==> src/rtl/mult_div_unit_pkg.sv <==
// Shared constants for the iterative multiply/divide unit: operand width,
// operation encodings and FSM state names.
package mult_div_unit_pkg;

  localparam int XLEN = 32;

  localparam logic [1:0] OP_MULTU = 2'b00;
  localparam logic [1:0] OP_MULT  = 2'b01;
  localparam logic [1:0] OP_DIVU  = 2'b10;
  localparam logic [1:0] OP_DIV   = 2'b11;

  // Counter value seen on the edge that performs the final iteration
  localparam logic [5:0] LAST_ITER = 6'(XLEN - 1);

  typedef enum logic [1:0] {
    IDLE = 2'd0,
    CALC = 2'd1,
    FIX  = 2'd2,
    DONE = 2'd3
  } state_e;

endpackage

==> src/rtl/mdu_iter_step.sv <==
// One combinational iteration of the shared datapath: shift-add for
// multiply, restoring shift-subtract for divide, on a {hi,lo} register pair.
module mdu_iter_step #(
  parameter int XLEN = 32
) (
  input  logic            i_isDiv,
  input  logic [XLEN-1:0] i_hi,
  input  logic [XLEN-1:0] i_lo,
  input  logic [XLEN-1:0] i_operand,
  output logic [XLEN-1:0] o_hi,
  output logic [XLEN-1:0] o_lo
);

  logic [XLEN:0]   w_sum;
  logic [XLEN:0]   w_shifted;
  logic            w_fits;
  logic [XLEN-1:0] w_diff;

  assign w_sum     = i_lo[0] ? ({1'b0, i_hi} + {1'b0, i_operand}) : {1'b0, i_hi};
  assign w_shifted = {i_hi, i_lo[XLEN-1]};
  // The shifted remainder can reach XLEN+1 bits; its top bit alone guarantees the subtract fits
  assign w_fits    = w_shifted[XLEN] | (w_shifted[XLEN-1:0] >= i_operand);
  assign w_diff    = w_shifted[XLEN-1:0] - i_operand;

  always_comb begin
    o_hi = w_sum[XLEN:1];
    o_lo = {w_sum[0], i_lo[XLEN-1:1]};
    if (i_isDiv) begin
      o_hi = w_fits ? w_diff : w_shifted[XLEN-1:0];
      o_lo = {i_lo[XLEN-2:0], w_fits};
    end
  end

endmodule

==> src/rtl/mult_div_unit.sv <==
// Iterative 32-bit MULTU/MULT/DIVU/DIV unit with a fixed 34-cycle latency;
// operands are latched as magnitudes and the sign is fixed up afterwards.
module mult_div_unit #(
  parameter int XLEN = mult_div_unit_pkg::XLEN
) (
  input  logic            clk,
  input  logic            rst,
  input  logic            start,
  input  logic [1:0]      op,
  input  logic [XLEN-1:0] operand_a,
  input  logic [XLEN-1:0] operand_b,
  output logic            busy,
  output logic            done,
  output logic [XLEN-1:0] hi,
  output logic [XLEN-1:0] lo,
  output logic            div_by_zero
);

  import mult_div_unit_pkg::*;

  state_e            r_state;
  state_e            w_nextState;
  logic [5:0]        r_count;
  logic              r_isDiv;
  logic              r_negResult;
  logic              r_negRem;
  logic [XLEN-1:0]   r_opA;
  logic [XLEN-1:0]   r_operand;
  logic [XLEN-1:0]   r_accHi;
  logic [XLEN-1:0]   r_accLo;
  logic [XLEN-1:0]   r_hi;
  logic [XLEN-1:0]   r_lo;
  logic              r_divByZero;

  logic              w_isDivOp;
  logic              w_isSigned;
  logic              w_signA;
  logic              w_signB;
  logic [XLEN-1:0]   w_absA;
  logic [XLEN-1:0]   w_absB;
  logic [XLEN-1:0]   w_stepHi;
  logic [XLEN-1:0]   w_stepLo;
  logic              w_bZero;
  logic [2*XLEN-1:0] w_product;
  logic [2*XLEN-1:0] w_negProduct;
  logic [XLEN-1:0]   w_fixHi;
  logic [XLEN-1:0]   w_fixLo;

  assign w_isDivOp  = (op == OP_DIVU) || (op == OP_DIV);
  assign w_isSigned = (op == OP_MULT) || (op == OP_DIV);
  assign w_signA    = w_isSigned & operand_a[XLEN-1];
  assign w_signB    = w_isSigned & operand_b[XLEN-1];
  assign w_absA     = w_signA ? -operand_a : operand_a;
  assign w_absB     = w_signB ? -operand_b : operand_b;

  mdu_iter_step #(.XLEN(XLEN)) u_step (
    .i_isDiv   (r_isDiv),
    .i_hi      (r_accHi),
    .i_lo      (r_accLo),
    .i_operand (r_operand),
    .o_hi      (w_stepHi),
    .o_lo      (w_stepLo)
  );

  always_ff @(posedge clk or posedge rst) begin
    if (rst) r_state <= IDLE;
    else     r_state <= w_nextState;
  end

  always_comb begin
    w_nextState = r_state;
    unique case (r_state)
      IDLE: if (start) w_nextState = CALC;
      CALC: if (r_count == LAST_ITER) w_nextState = FIX;
      FIX:  w_nextState = DONE;
      DONE: w_nextState = IDLE;
    endcase
  end

  assign w_bZero      = (r_operand == '0);
  assign w_product    = {r_accHi, r_accLo};
  assign w_negProduct = -w_product;

  // Divide by zero bypasses sign fix-up so hi returns the dividend exactly as given
  always_comb begin
    w_fixHi = r_accHi;
    w_fixLo = r_accLo;
    if (!r_isDiv) begin
      if (r_negResult) {w_fixHi, w_fixLo} = w_negProduct;
    end else if (w_bZero) begin
      w_fixHi = r_opA;
      w_fixLo = '1;
    end else begin
      if (r_negResult) w_fixLo = -r_accLo;
      if (r_negRem)    w_fixHi = -r_accHi;
    end
  end

  always_ff @(posedge clk or posedge rst) begin
    if (rst) begin
      r_count     <= '0;
      r_isDiv     <= 1'b0;
      r_negResult <= 1'b0;
      r_negRem    <= 1'b0;
      r_opA       <= '0;
      r_operand   <= '0;
      r_accHi     <= '0;
      r_accLo     <= '0;
      r_hi        <= '0;
      r_lo        <= '0;
      r_divByZero <= 1'b0;
    end else begin
      unique case (r_state)
        IDLE: begin
          if (start) begin
            r_count     <= '0;
            r_isDiv     <= w_isDivOp;
            r_negResult <= w_signA ^ w_signB;
            r_negRem    <= w_signA;
            r_opA       <= operand_a;
            r_operand   <= w_absB;
            r_accHi     <= '0;
            r_accLo     <= w_absA;
            r_divByZero <= 1'b0;
          end
        end
        CALC: begin
          r_accHi <= w_stepHi;
          r_accLo <= w_stepLo;
          r_count <= r_count + 6'd1;
        end
        FIX: begin
          r_hi        <= w_fixHi;
          r_lo        <= w_fixLo;
          r_divByZero <= r_isDiv & w_bZero;
        end
        DONE: ;
      endcase
    end
  end

  assign busy        = (r_state != IDLE);
  assign done        = (r_state == DONE);
  assign hi          = r_hi;
  assign lo          = r_lo;
  assign div_by_zero = r_divByZero;

endmodule

==> config.mk <==
export PLATFORM = sky130hd
export DESIGN_NAME = mult_div_unit
export DESIGN_NICKNAME = d
export VERILOG_FILES = /design/src/rtl/mult_div_unit_pkg.sv /design/src/rtl/mdu_iter_step.sv /design/src/rtl/mult_div_unit.sv
export SDC_FILE = /design/constraint.sdc
export NUM_CORES = 1
export LEC_CHECK = 0
export ABC_AREA = 1
export CAP_MARGIN = 20
export CELL_PAD_IN_SITES_DETAIL_PLACEMENT = 2
export CELL_PAD_IN_SITES_GLOBAL_PLACEMENT = 2
export CORE_MARGIN = 2
export CORE_UTILIZATION = 35
export CTS_BUF_LIST = sky130_fd_sc_hd__clkbuf_8
export DETAILED_ROUTE_END_ITERATION = 8
export PLACE_DENSITY_LB_ADDON = 0.1
export SETUP_SLACK_MARGIN = 0.05
export SLEW_MARGIN = 30
export SYNTH_ARGS = -nofsm -noshare
export SYNTH_HDL_FRONTEND = slang
export SYNTH_HIERARCHICAL = 1
export SYNTH_SLANG_ARGS = --single-unit
==> constraint.sdc <==
create_clock -name clk -period 18.1 [get_ports clk]
set_input_delay 3.62 -clock clk [delete_from_list [all_inputs] [get_ports clk]]
set_output_delay 3.62 -clock clk [all_outputs]
set_load 0.03 [all_outputs]
### After elaboration in Yosys (flattened, before gate mapping)

Index checks and enable logic that the tools add are counted.

* $add $sub $neg: 8
* multipliers: 0
* div/mod/pow operators: 0
* magnitude comparators: 1
* equal/unequal tests: 9
* shift operators: 0
* muxes and demuxes: 25
* bitwise operators: 5
* reductions and logical operators: 11

Operators by type and width (number)
* 2-to-1 mux 32 bit: 15
* negator 32 bit: 4
* case mux 32 bit (2 select lines): 2
* negator 64 bit: 1
* adder 32 x 32 -> 33 bit: 1
* 2-to-1 mux 33 bit: 1
* greater-or-equal comparator 32 bit: 1
* logical NOT 32 bit: 1
* subtractor 32 bit: 1
* case mux 6 bit (2 select lines): 1
* equality test 2 bit (second input constant): 4
* case mux 2 bit (4 select lines): 1
* AND reduction 2 bit: 4
* adder 6 x 1 -> 6 bit (second input constant): 1
* equality test 6 x 5 -> 1 bit (second input constant): 1
* 2-to-1 mux 6 bit: 1
* nonzero test 2 bit: 3
* equality test 2 x 1 -> 1 bit (second input constant): 2
* 2-to-1 mux 2 bit: 2
* != test 2 bit (second input constant): 2
* AND 1 bit: 3
* logical NOT 2 bit: 1
* logical OR 1 bit: 2
* case mux 1 bit (2 select lines): 1
* 3 further kinds: 3

* register bits after elaboration: 204
* latch bits: 0
* memory bits (writable): 0
* ROM bits: 0
* input port bits: 69
* output and inout port bits: 67
* logic and storage cells: 71
* memories: 0

### Depth between registers and ports, before layout

Gate-level depths: netlist of run 1.

* depth after elaboration: 6
* gate-level depth with buffers: 19
* depth with buffers taken out: 18

### Modules after synthesis

The synthesis of run 1 kept the hierarchy.

Modules (own cells, without submodules)
* mult_div_unit: instances 1, cells an instance 1942, area an instance 13086.3 µm², seq. area each 5104.9 µm²
* mdu_iter_step: instances 1, cells an instance 1413, area an instance 6696.4 µm², seq. area each 0.0 µm²

### Least setup slack after synthesis of run 1

No wires, ideal clock.

* kind: input to register
* start point: in operand_b[0]
* end point: reg r_operand[24]
* library setup time: 0.118 ns
* arrival: 4.777 ns
* data required time: 17.982 ns
* slack: 13.205 ns
* stages on the path: 9
* buffers on the path: 0
* path through: inv_1 -> ha_1 -> nand3_1 -> nor3_4 -> nand3_1 -> o21ai_2 -> o211ai_1 -> nand3_1 -> nand2_1

* longest elaborated chain between the ends: 2

RTL lines
* from (decl): RTL line mult_div_unit.sv:11 `input logic [XLEN-1:0] operand_b,`
* negator 32 bit: RTL line mult_div_unit.sv:54 `assign w_absB = w_signB ? -operand_b : operand_b;`
* 2-to-1 mux 32 bit: RTL line mult_div_unit.sv:54
* to (signal assigned): RTL line mult_div_unit.sv:121 `r_operand <= w_absB;`
* to (decl): RTL line mult_div_unit.sv:28 `logic [XLEN-1:0] r_operand;`

No other way between the ends.
A chain may end at the register's enable or synchronous reset.

### Worst setup path in the final report of run 1

* start point: reg r_state[0]
* end point: out busy

* longest elaborated chain between the ends: 1

RTL lines
* from (decl): RTL line mult_div_unit.sv:21 `state_e r_state;`
* from (signal assigned): RTL line mult_div_unit.sv:67 `else r_state <= w_nextState;`
* nonzero test 2 bit: RTL line mult_div_unit.sv:142 `assign busy = (r_state != IDLE);`
* to (decl): RTL line mult_div_unit.sv:12 `output logic busy,`

No other way between the ends.

==> results of run 1 <==
==> kinds of logic (layout without fill, tap and decap cells) <==
family / Yosys count / in the layout / synth area share
AO/OA/AOI/OAI: 434 / 434 / 0.117
XOR/XNOR: 89 / 89 / 0.0394
adder cells (fa/ha/maj): 75 / 75 / 0.0482
buffers and inverters: 577 / 698 / 0.116
flip-flops: 204 / 204 / 0.258
other: 0 / 1 / 0
AND/OR/NAND/NOR: 1976 / 1976 / 0.422
==> synth_stat cells, drive strengths merged (8+ instances only) <==
cell type	number	area, um^2
xnor2	19	166
nand2	1146	4400
inv	464	1740
nor3	25	141
ha	73	913
o21ai	227	1170
dfrtp	204	5100
nor4	9	56.3
nor2	426	1710
nand4	27	169
nand3	322	1730
buf	52	314
clkbuf	58	218
o211ai	9	67.6
nand3b	8	60.1
xor2	70	613
a21oi	172	887
==> flip-flops by register name, indices dropped and copies added (netlist names), 2 cells and up <==
register,cells
r_operand,32
r_opA,32
hi,32
r_count,6
r_accLo,32
r_state,2
r_accHi,32
lo,32
==> metrics by stage <==
stage	hold slack, ps	instances
6_report	501	4233
4_1_cts	499	4232
2_1_floorplan	446	3355
5_1_grt	517	4233
3_3_place_gp	471	4160
3_5_place_dp	484	4160
==> worst min-delay path, delay by kind of cell (launching register included) <==
kind                   cells  cell delay, ps
buffers and inverters      1              50
flip-flops                 1             340
AO/OA/AOI/OAI              1              80
==> power groups by stage <==
stage	combinational [mW]	sequential, mW	clock (mW)
floorplan	2.22	0.992	0
global placement	3.40	1.06	0
detailed placement	3.55	1.07	0
CTS	3.60	1.07	0.512
global route	4.00	1.10	0.530
finish	3.65	1.09	0.504
==> final cells by class <==
cell class                 instances  area (um^2)
antenna                            1         2.50
clock buffer                      49          674
clock inverter                    23          163
fill                            7200        33500
inverter                         467         1770
multi-input combinational       2574        12400
sequential                       204         5110
tap                              756          946
timing repair buffer             159         1540
==> final timing paths <==
| check | startpoint | end |
|---|---|---|
| min in group asynchronous | rst | lo[16] |
| max reg2reg | r_accLo[31] | r_accHi[29] |
| min reg2reg | lo[1] | lo[1] |
| min | lo[1] | lo[1] |
| max in group asynchronous | rst | r_negResult |
| max | r_state[0] | busy |
==> per-layer routing <==
metal | up-vias | GRT usage | part of all wire
met5 | - | 0 | 0.000097
met3 | 151 | 0.0578 | 0.070
met2 | 738 | 0.528 | 0.43
met4 | 2 | 0.105 | 0.031
li1 | 10700 | - | -
met1 | 11900 | 0.500 | 0.47
==> flow_summary.json, run 1 <==
{
  "cts_resized": 0,
  "cts_sinks": 204,
  "place_hpwl_mm": 80.7,
  "cts_max_level": 2,
  "syn_area_per_cell_um2": 5.90,
  "p_switching_mw": 3.23,
  "grt_use_total": 0.346,
  "die_y_um": 242,
  "total_power_mw": 5.25,
  "seq_power_share": 0.207,
  "postPlaceCellArea_mm2": 0.0218,
  "antenna_found_initial": 2,
  "setup_viol": 0,
  "post-route-util": 0.403,
  "yosysWarnings": 6,
  "clk_latency_ps": 660,
  "cp_num_buf_inv": 3,
  "num_vias": 23500,
  "worst_path_max_delay_cell": "clkdlybuf4s50_1",
  "dieArea_mm2": 0.0584,
  "rows": 87,
  "grt_overflow": 0,
  "irDropWorstVdd_v": 0.000259,
  "mappedNetlistNets": 3499,
  "cp_slowest_stage_delay_ps": 620,
  "drc": 0,
  "cts_setup_buffers": 0,
  "slew_violations": 0,
  "r2r_slack_ps": 12990,
  "hold_viol_final": 0,
  "drt-pass1-iter-count": 5,
  "synth_cells": 3355,
  "grt_max_degree": 97,
  "synth_cell_types": 48,
  "p_sw_frac": 0.615,
  "fin_crit_ps": 5890,
  "synth_top_flop_cell": "dfrtp_1",
  "cp_common_cell": "inv_1",
  "path_cells": "inv_1, ha_1, inv_1, clkdlybuf4s50_1",
  "leakage_nw": 11.7,
  "combPwrFrac": 0.697,
  "rsz0062_at_grt": "no",
  "wl_per_cell_um": 24.3,
  "tightest_slew_ps": 964,
  "fin_skew_ps": 61.9,
  "synth_area_mm2": 0.0198,
  "dp_slack_ps": 11780,
  "internal-power_mw": 2.02,
  "synth_edf_count": 0,
  "io-pin-count": 136,
  "setup_tns_ps": 0,
  "grt_pass1_wl_mm": 155,
  "holdPathStages": 2,
  "most-common-layout-cells": "1117 x nand2_1, 462 x inv_1, 407 x nor2_1, 298 x nand3_1, 212 x o21ai_0",
  "p_per_area_mw_per_mm2": 232,
  "cts_buffers": 40,
  "timing.max_cap.violations": 0,
  "core_area_mm2": 0.0562,
  "root_buffer": "clkbuf_8",
  "pwr-share-clk": 0.096,
  "seq_area_frac_synth": 0.258,
  "postCtsHoldBufs": 0,
  "ant_nets": 0,
  "crit_cells": 4,
  "max_slew_margin": 0.356,
  "grt_pass1_vias": 25000,
  "die_x_um": 242,
  "synthToLayoutAreaGrowth_pct": 14.4,
  "postLayoutCellArea_mm2": 0.0226,
  "rr_worst_depth": 18,
  "start_util": 0.352,
  "drive_gt1_frac": 0.0558,
  "synth_seq_cells": 204,
  "final_common_cell": "nand2_1",
  "fin_ws_ps": 12210,
  "status": "complete, no violations",
  "period_share": 0.326,
  "crit_family": "buffers and inverters",
  "drtIter0Drc": 1780,
  "endpoint_kind": "output port",
  "io_buffers": 135,
  "timing.fmax_ghz": 0.170,
  "cp.required_ps": 14480,
  "arrival_ps": 2270,
  "asyncSetResetFlopFracSynth": 1.00,
  "cts_buffer_depth": 3,
  "place_congestion": 0.947,
  "startpoint_type": "flip-flop",
  "worstHoldPathType": "flip-flop to flip-flop",
  "crit_type": "flip-flop to output port",
  "cts_tree": "yes",
  "path_max_fanout": 4,
  "clk_pin_slew_ps": 60,
  "drt-total-wl_mm": 103,
  "vias_per_cell": 5.56,
  "nets": 3590
}
(Power assumes the default switching activity.)
==> run 2: changes to the inputs <==
- CORE_UTILIZATION: 35 -> 30
- clock period: 18.1 -> 4.8 ns (I/O delays scaled with it)
==> run 2 against run 1 <==
Total power increased to 3.8 times the previous value. Combinational power increased to 3.8 times the previous value. Flip-flop and latch count unchanged. Die area increased by 16%. Worst setup slack got worse by 11000 ps. Critical path depth increased by 15. Cell count increased by 3.0%. Largest cell class unchanged. Largest power group unchanged. Sequential power increased to 3.7 times the previous value. Critical path type is now flip-flop to flip-flop. Sequential share of layout area decreased by 0.31 points. Register-to-register slack got worse by 12000 ps.
==> flow_summary.json, run 2 (synthesis results as in run 1) <==
{
  "rows": 94,
  "clk_latency_ps": 640,
  "fin_ws_ps": 1080,
  "cts_tree": "yes",
  "antenna_found_initial": 2,
  "cts_max_level": 2,
  "drc": 0,
  "core_area_mm2": 0.0655,
  "grt_pass1_wl_mm": 155,
  "place_congestion": 0.953,
  "fin_crit_ps": 3720,
  "nets": 3609,
  "tightest_slew_ps": 1020,
  "drtIter0Drc": 1622,
  "wl_per_cell_um": 23.5,
  "fin_skew_ps": 83.4,
  "cp.required_ps": 5230,
  "post-route-util": 0.350,
  "grt_max_degree": 106,
  "path_max_fanout": 32,
  "io-pin-count": 136,
  "period_share": 0.776,
  "vias_per_cell": 5.27,
  "most-common-layout-cells": "1117 x nand2_1, 461 x inv_1, 407 x nor2_1, 298 x nand3_1, 212 x o21ai_0",
  "dp_slack_ps": 1200,
  "crit_type": "flip-flop to flip-flop",
  "num_vias": 23000,
  "hold_viol_final": 0,
  "setup_viol": 0,
  "place_hpwl_mm": 83.0,
  "cts_buffers": 42,
  "ant_nets": 0,
  "drt-total-wl_mm": 102,
  "timing.max_cap.violations": 0,
  "start_util": 0.302,
  "cts_buffer_depth": 3,
  "slew_violations": 0,
  "max_slew_margin": 0.321,
  "status": "complete, no violations",
  "grt_overflow": 0,
  "postCtsHoldBufs": 0,
  "timing.fmax_ghz": 0.269,
  "drive_gt1_frac": 0.0615,
  "irDropWorstVdd_v": 0.000563,
  "die_x_um": 261,
  "worstHoldPathType": "flip-flop to flip-flop",
  "root_buffer": "clkbuf_8",
  "cts_sinks": 204,
  "arrival_ps": 4150,
  "clk_pin_slew_ps": 70,
  "leakage_nw": 11.8,
  "cts_resized": 0,
  "startpoint_type": "flip-flop",
  "p_per_area_mw_per_mm2": 860,
  "drt-pass1-iter-count": 5,
  "grt_use_total": 0.301,
  "setup_tns_ps": 0,
  "die_y_um": 261,
  "final_common_cell": "nand2_1",
  "synthToLayoutAreaGrowth_pct": 16.0,
  "total_power_mw": 19.7,
  "dieArea_mm2": 0.0680,
  "rsz0062_at_grt": "no",
  "postLayoutCellArea_mm2": 0.0229,
  "io_buffers": 135,
  "endpoint_kind": "flip-flop",
  "postPlaceCellArea_mm2": 0.0220,
  "cts_setup_buffers": 0,
  "grt_pass1_vias": 24300
}
[run 2: per-layer routing]
layer	share of wire	wire length, um	global-route usage
met5	0	0	0
met4	0.014	1440	0.0506
met1	0.50	51300	0.450
met2	0.44	44600	0.465
met3	0.049	5060	0.0368
[run 2: where the power goes]
group,internal (mW),switching [mW]
clock,1.07,0.891
combinational,4.18,9.58
sequential,2.54,1.48
total,7.79,11.9
[run 2: worst paths after layout]
path | to | start | slack (ps) | cells after the start
max | r_accHi[2] | r_accLo[31] | 1080 | 19
min | r_opA[3] | r_opA[3] | 490 | 2
max reg2reg | r_accHi[2] | r_accLo[31] | 1080 | 19
min reg2reg | r_opA[3] | r_opA[3] | 490 | 2
max in group asynchronous | r_isDiv | rst | 3270 | 3
min in group asynchronous | lo[5] | rst | 800 | 3
[run 2: area by class of cell]
cell class / count / area [um^2]
Timing Repair Buffer: 176 / 1700
Clock buffer: 51 / 702
Tap cell: 864 / 1080
Antenna cell: 2 / 5.00
Inverter: 467 / 1760
Sequential cell: 204 / 5110
Clock inverter: 23 / 170
Multi-Input combinational cell: 2574 / 12400
Fill cell: 8219 / 42600
[run 2: per-stage QoR]
step                std cells  hold slack (ps)
floorplan                3355              446
finish                   4361              494
detailed placement       4284              481
global placement         4284              468
CTS                      4358              497
global route             4360              525
[run 2: critical path, stage by stage, from the launching register on]
cell     delay (ps)
dfrtp_1         620
inv_1           200
ha_1            270
fa_1            410
inv_1           100
nand3_1         110
nand2_4         140
nand2_2          70
nand2_4         110
nand2_2          70
nand3_2          60
nand2_2          40
buf_4           270
nand2_2         130
buf_4           370
nand2_1         130
nand3_1         100
nand2_1          90
nand3_1         110
o21ai_0         110
==> run 3: changes to the inputs <==
- clock period: 4.8 -> 3.35 ns (I/O delays scaled with it)
==> run 3 against run 2 <==
Register-to-register slack lost 680 ps. Die area unchanged. Via count increased by 2.1%. Critical path type is now flip-flop to output port.
==> flow_summary.json, run 3 (synthesis results as in run 1) <==
{
  "io_buffers": 135,
  "drtIter0Drc": 1560,
  "diodes": 0,
  "worstHoldPathType": "input pin to async pin",
  "place_inst": 4343,
  "clk_pin_slew_ps": 60,
  "drt-pass1-iter-count": 5,
  "vias_per_cell": 5.32,
  "endpoint_kind": "output port",
  "timing.max_cap.violations": 0,
  "cts_max_level": 2,
  "layout.cells.non_filler": 4419,
  "path_cells": "inv_1, ha_1, inv_1, clkdlybuf4s50_1",
  "rows": 94,
  "clk_latency_ps": 670,
  "cts_buffers": 42,
  "start_util": 0.302,
  "cts_buffer_depth": 3,
  "core_area_mm2": 0.0655,
  "grt_pass1_vias": 25200,
  "arrival_ps": 2290,
  "cp.required_ps": 2680,
  "path_max_fanout": 4,
  "drc": 0,
  "irDropWorstVdd_v": 0.000514,
  "cts_setup_buffers": 0,
  "cp_num_buf_inv": 3,
  "crit_cells": 4,
  "timing.fmax_ghz": 0.338,
  "antenna_found_initial": 4,
  "most-common-layout-cells": "1117 x nand2_1, 467 x inv_1, 407 x nor2_1, 298 x nand3_1, 212 x o21ai_0",
  "cp_slowest_stage_delay_ps": 610,
  "root_buffer": "clkbuf_8",
  "setup_viol": 0,
  "io-pin-count": 136,
  "leakage_nw": 12.2,
  "startpoint": "r_state[0]",
  "final_common_cell": "nand2_1",
  "drive_gt1_frac": 0.0754,
  "crit_type": "flip-flop to output port",
  "cts_sinks": 204,
  "grt_use_total": 0.316,
  "synthToLayoutAreaGrowth_pct": 18.5,
  "dieArea_mm2": 0.0680,
  "rsz0062_at_grt": "no",
  "place_hpwl_mm": 88.1,
  "max_slew_margin": 0.383,
  "nets": 3667,
  "num_vias": 23500,
  "rr_startpoint": "r_accHi[1]",
  "period_share": 0.883,
  "place_congestion": 0.982,
  "grt_overflow": 0,
  "cp-endpoint": "busy",
  "r2r_end": "r_accHi[27]",
  "fillers": 8124,
  "cts_tree": "yes",
  "hold_viol_final": 0,
  "drt-total-wl_mm": 108,
  "crit_family": "buffers and inverters",
  "startpoint_type": "flip-flop",
  "die_y_um": 261,
  "fin_crit_ps": 2960,
  "fin_skew_ps": 47.6,
  "worst_path_max_delay_cell": "clkdlybuf4s50_1",
  "p_per_area_mw_per_mm2": 1250,
  "grt_max_degree": 78,
  "r2r_slack_ps": 400,
  "ant_nets": 0,
  "rr_worst_depth": 15,
  "status": "complete, no violations",
  "cp_common_cell": "inv_1",
  "wl_per_cell_um": 24.4,
  "setup_tns_ps": 0,
  "die_x_um": 261,
  "tightest_slew_ps": 922,
  "slew_violations": 0,
  "grt_pass1_wl_mm": 160
}
-- run 3: through the flow --
step                instance area (um^2)   util  power (mW)  hold slack, ps  setup slack, ps
floorplan                          19800      -        17.4             446             35.7
global placement                   22600  0.344        25.2             467              369
detailed placement                 22600  0.344        25.9             474              244
CTS                                23400  0.358        29.0             440              309
global route                       23400  0.358        31.5             482              201
finish                             23400  0.358        29.2             461              391
-- run 3: worst min path at each step --
stage / cells past startpoint / to / slack (ps)
floorplan: 2 / r_opA[19] / 450
global placement: 2 / r_opA[0] / 470
detailed placement: 2 / r_opA[8] / 470
CTS: 2 / r_opA[4] / 440
global route: 2 / r_opA[4] / 480
finish: 2 / r_opA[4] / 460
-- run 3: layout make-up --
type	instances	area (um^2)	share of cell area
sequential	204	5110	0.218
inverter	467	1760	0.0752
tap	864	1080	0.0461
clock buffer	53	729	0.0311
clock inverter	23	148	0.00630
multi-input combinational	2574	12400	0.530
timing repair buffer	234	2180	0.0931
-- run 3: timing repair --
| action | in CTS | in global routing |
|---|---|---|
| endpoints found under the setup margin | 0 | 1 |
| hold buffers | 0 | 0 |
| gates resized for setup | 0 | 1 |
-- run 3: power by group --
group | switching (mW) | internal, mW
clock network | 1.39 | 1.51
logic | 14.8 | 6.40
registers | 1.50 | 3.65
total | 17.7 | 11.6
-- run 3: routing by layer --
| metal | global-route usage | vias up | part of all wire | wire, um |
|---|---|---|---|---|
| li1 | - | 10900 | - | - |
| met1 | 0.451 | 11800 | 0.48 | 52000 |
| met2 | 0.467 | 621 | 0.41 | 44700 |
| met3 | 0.0760 | 152 | 0.070 | 7560 |
| met4 | 0.0965 | 0 | 0.032 | 3420 |
| met5 | 0 | - | 0 | 0 |
